### src/rtl/rf_wb_queue_pkg.sv
// Shared types and widths for the register-file writeback queue.
package rf_wb_queue_pkg;

  localparam int unsigned REG_ADDR_W = 3;
  localparam int unsigned REG_DATA_W = 8;

  typedef struct packed {
    logic [REG_ADDR_W-1:0] addr;
    logic [REG_DATA_W-1:0] data;
  } rf_wb_entry_t;

endpackage

### src/rtl/rf_wb_youngest_match.sv
// Combinational search for the youngest pending entry whose address matches the query.
module rf_wb_youngest_match
  import rf_wb_queue_pkg::*;
#(
  parameter int unsigned DEPTH = 4,
  parameter int unsigned PTR_W = $clog2(DEPTH),
  parameter int unsigned CNT_W = $clog2(DEPTH + 1)
) (
  input  rf_wb_entry_t          entries_i [DEPTH],
  input  logic [DEPTH-1:0]      valid_i,
  input  logic [PTR_W-1:0]      head_i,
  input  logic [CNT_W-1:0]      count_i,
  input  logic [REG_ADDR_W-1:0] query_i,
  output logic                  hit_o,
  output logic [REG_DATA_W-1:0] data_o
);

  logic [PTR_W-1:0] idx;

  // Walk oldest to youngest so a later match overrides an earlier one.
  always_comb begin
    hit_o  = 1'b0;
    data_o = '0;
    idx    = '0;
    for (int unsigned i = 0; i < DEPTH; i++) begin
      idx = head_i + PTR_W'(i);
      if ((CNT_W'(i) < count_i) && valid_i[idx] &&
          (query_i != '0) && (entries_i[idx].addr == query_i)) begin
        hit_o  = 1'b1;
        data_o = entries_i[idx].data;
      end
    end
  end

endmodule

### src/rtl/rf_wb_queue.sv
// Writeback staging FIFO in front of the register file, with a forwarding lookup port.
module rf_wb_queue
  import rf_wb_queue_pkg::*;
#(
  parameter int unsigned DEPTH  = 4,
  parameter int unsigned ADDR_W = REG_ADDR_W,
  parameter int unsigned DATA_W = REG_DATA_W
) (
  input  logic                       clk,
  input  logic                       reset,
  input  logic                       in_val,
  output logic                       in_rdy,
  input  logic [ADDR_W-1:0]          in_addr,
  input  logic [DATA_W-1:0]          in_data,
  input  logic                       port_busy,
  output logic                       write_en,
  output logic [ADDR_W-1:0]          write_addr,
  output logic [DATA_W-1:0]          write_data,
  input  logic [ADDR_W-1:0]          lookup_addr,
  output logic                       lookup_hit,
  output logic [DATA_W-1:0]          lookup_data,
  output logic [$clog2(DEPTH+1)-1:0] count
);

  localparam int unsigned PTR_W = $clog2(DEPTH);
  localparam int unsigned CNT_W = $clog2(DEPTH + 1);

  logic [PTR_W-1:0] head_q, head_d;
  logic [PTR_W-1:0] tail_q, tail_d;
  logic [CNT_W-1:0] count_q, count_d;
  logic [DEPTH-1:0] valid_q, valid_d;
  rf_wb_entry_t     entries_q [DEPTH];

  logic enq;
  logic deq;

  assign in_rdy   = (count_q != CNT_W'(DEPTH));
  assign write_en = (count_q != '0) && !port_busy;
  assign count    = count_q;

  // Register-zero writes complete the handshake but never occupy a slot.
  assign enq = in_val && in_rdy && (in_addr != '0);
  assign deq = write_en;

  assign write_addr = write_en ? entries_q[head_q].addr : '0;
  assign write_data = write_en ? entries_q[head_q].data : '0;

  always_comb begin
    head_d  = head_q;
    tail_d  = tail_q;
    valid_d = valid_q;
    count_d = count_q + CNT_W'(enq) - CNT_W'(deq);
    if (deq) begin
      valid_d[head_q] = 1'b0;
      head_d          = head_q + 1'b1;
    end
    if (enq) begin
      valid_d[tail_q] = 1'b1;
      tail_d          = tail_q + 1'b1;
    end
  end

  always_ff @(posedge clk or posedge reset) begin
    if (reset) begin
      head_q  <= '0;
      tail_q  <= '0;
      count_q <= '0;
      valid_q <= '0;
    end else begin
      head_q  <= head_d;
      tail_q  <= tail_d;
      count_q <= count_d;
      valid_q <= valid_d;
    end
  end

  always_ff @(posedge clk) begin
    if (enq) begin
      entries_q[tail_q] <= '{addr: in_addr, data: in_data};
    end
  end

  rf_wb_youngest_match #(
    .DEPTH(DEPTH),
    .PTR_W(PTR_W),
    .CNT_W(CNT_W)
  ) u_match (
    .entries_i (entries_q),
    .valid_i   (valid_q),
    .head_i    (head_q),
    .count_i   (count_q),
    .query_i   (lookup_addr),
    .hit_o     (lookup_hit),
    .data_o    (lookup_data)
  );

endmodule

### config.mk
export PLATFORM = sky130hd
export DESIGN_NAME = rf_wb_queue
export DESIGN_NICKNAME = d
export VERILOG_FILES = /design/src/rtl/rf_wb_queue_pkg.sv /design/src/rtl/rf_wb_youngest_match.sv /design/src/rtl/rf_wb_queue.sv
export SDC_FILE = /design/constraint.sdc
export NUM_CORES = 1
export LEC_CHECK = 0
export ABC_AREA = 1
export CORE_MARGIN = 2
export CORE_UTILIZATION = 40
export DETAILED_ROUTE_END_ITERATION = 12
export SYNTH_ARGS = -nofsm -noshare
export SYNTH_HDL_FRONTEND = slang
export SYNTH_SLANG_ARGS = --single-unit
### constraint.sdc
create_clock -name clk -period 4.01 [get_ports clk]
set_input_delay 0.401 -clock clk [delete_from_list [all_inputs] [get_ports clk]]
set_output_delay 0.401 -clock clk [all_outputs]
set_load 0.02 [all_outputs]
==> results.cfg <==
[place]
place_area_um2 = 4304
port_buffers = 42
gp_congestion = 0.8800
placed_cells = 638
hpwl_mm = 6.997

[critical_path]
setup.worst_path.end_class = output pin
crit_fanout = 18
worst-setup-path-type = reg2out
arrival_ns = 3.30
critPathRequiredTime_ns = 3.61
start_kind = register

[yosys]
synth_flop_cell = edfxtp_1
async_flop_share = 0.2000
yosysTopAreaCell = edfxtp_1
synth_cell_types = 34
synth.area.top_cells = edfxtp_1 35%, nand2_1 12%, nand3_1 9.6%
netlist.area_leader.share = 0.3482
synth.yosys.warnings = 0
syn-cell-area_um2 = 3795
syn_inst = 478
synth_nets = 509
synth-edff-count = 44
syn-mean-instance-area_um2 = 7.939
synth_seq_area_share = 0.4207
ys_ff_latch = 55

[die]
io-pin-count = 43
die_h_um = 101.4
dieArea_um2 = 10280
initial_utilization = 0.4107
rows = 35
die_width_um = 101.4
core_area_um2 = 9240

[sta]
fin_setup_tns_ns = 0
whs_ns = 0.4108
finalHoldViolations = 0
finalSetupViolations = 0
min_period_over_period = 0.9233
fmax_mhz = 270.1
skew_ns = 0.007361
period_minus_slack_ns = 3.702
maxSlewViolCount = 0
worstMarginPinSlew_ns = 0.7078
relSlewSlack = 0.5282
rsz0062_at_grt = no

[detailed_routing]
drc = 0
vias_per_cell = 4.954
vias = 3200
drt-initial-drc-count = 214
wl_per_cell_um = 14.03
ant_nets = 0
firstDrtPassIters = 7
drt-total-wl_mm = 9.065

[cts]
clk_pin_slew_ns = 0.09
cts_setup_buffers = 0
cts_buffers = 5
holdBufCountCts = 0
clockBufferDepth = 2
cts_tree = built
cts_resized = 0
cts.htree.levels = 2
cts_root_buf = clkbuf_8
clkLatencyLatePin_ns = 0.30
clock-sinks = 55

[global_routing]
grt_max_degree = 69
antenna_found_initial = 0
grt_pass1_vias = 2946
grt_pass1_wl_mm = 14.87
grt-ovfl-total = 0
grt.total_usage = 0.1861

[final_layout]
antenna_cells = 0
drive_above_1_share = 0.06770
stdcell_area_um2 = 4393
nets = 547
final_core_utilization = 0.4754
synthToLayoutAreaGrowth_pct = 15.76
stdcell_count = 646
n_fill_cell = 911

[worst_hold_path]
hold_class = in2async

[pwr]
p_leak_uw = 0.001971
p_per_area_nw_per_um2 = 842.5
ir_worst_vdd_uv = 306.8

[flow_run]
maxCapViolations = 0

[status]
run_status = finished, final reports clean
-- synth_stat cells, types with 5 or more instances --
library cell,number
nand2_1,122
nand3_1,73
inv_1,48
edfxtp_1,44
o21ai_0,44
nor2_1,43
mux2i_1,22
ha_1,12
dfrtp_1,11
a21oi_1,6
clkbuf_1,6
buf_4,5
-- per-layer routing --
| layer | share of wire | up-vias | GRT usage |
|---|---|---|---|
| met5 | 0 | - | 0 |
| met4 | 0.011 | 0 | 0.03950 |
| met3 | 0.049 | 10 | 0.01656 |
| met2 | 0.44 | 98 | 0.2924 |
| met1 | 0.50 | 1434 | 0.2808 |
| li1 | - | 1658 | - |
-- worst max-delay path, cell delays in order (launching register included) --
cell             delay, ns
dfrtp_1               0.61
inv_2                 0.07
ha_1                  0.31
buf_4                 0.23
nand3_1               0.14
nand2_1               0.08
nor2_1                0.04
nor3_2                0.19
nand3_2               0.21
inv_1                 0.23
o21ai_0               0.18
nand2_1               0.10
clkdlybuf4s50_1       0.59
-- path summary, 6_finish.rpt --
kind | from | slack, ns | to | depth (start not counted)
setup / recovery | head_q[1] | 0.31 | lookup_data[7] | 12
hold / removal | reset | 0.41 | valid_q[0] | 2
setup reg to reg | count[2] | 1.98 | count[2] | 8
hold reg to reg | valid_q[1] | 0.55 | valid_q[1] | 2
max in group asynchronous | reset | 3.25 | head_q[0] | 2
min in group clk | valid_q[1] | 0.55 | valid_q[1] | 2
-- state kept, by name (all words and copies together) (netlist names) --
name,count
entries_q,44
valid_q,4
tail_q,2
head_q,2
count,3
-- layout make-up --
cell class	instances	area [µm²]	share of cell area
Clock buffer	5	68.82	0.01567
Timing Repair Buffer	52	495.5	0.1128
Multi-Input combinational cell	351	1858	0.4230
Tap cell	129	161.4	0.03674
Clock inverter	3	20.02	0.004557
Inverter	51	191.4	0.04358
Sequential cell	55	1598	0.3637
-- metrics by stage --
| stage | power [µW] | setup slack [ns] |
|---|---|---|
| 2_1_floorplan | 2733 | 0.9628 |
| 3_3_place_gp | 3383 | 0.6653 |
| 3_5_place_dp | 3410 | 0.6410 |
| 4_1_cts | 3707 | 0.3271 |
| 5_1_grt | 4063 | 0.05615 |
| 6_report | 3701 | 0.3077 |
-- power breakdown --
group	switching (µW)	total [µW]	internal [µW]
clock	170	292	122
combinational	1620	2550	926
sequential	94.4	859	765
-- cells in the final DEF (no fill, tap or decap), drive strengths merged, types with 2 or more instances in the layout --
master,n
inv,51
nor3,2
o21ai,49
clkdlybuf4s50,42
clkbuf,5
edfxtp,44
nor2,47
xor2,4
nand3,75
a21oi,6
mux2i,22
clkinv,2
nand2,127
buf,10
dfrtp,11
ha,12
-- logic make-up after synthesis --
family | count (synthesis) | synth area share
adders and majority gates | 13 | 0.04484
and+or+nand+nor | 254 | 0.2971
AOI/OAI and AO/OA | 57 | 0.07814
xor gates and xnor gates | 5 | 0.01154
muxes | 22 | 0.05803
DFF | 55 | 0.4207
buffers and inverters | 72 | 0.08968
No activity file was read; power rests on OpenSTA's default activity.
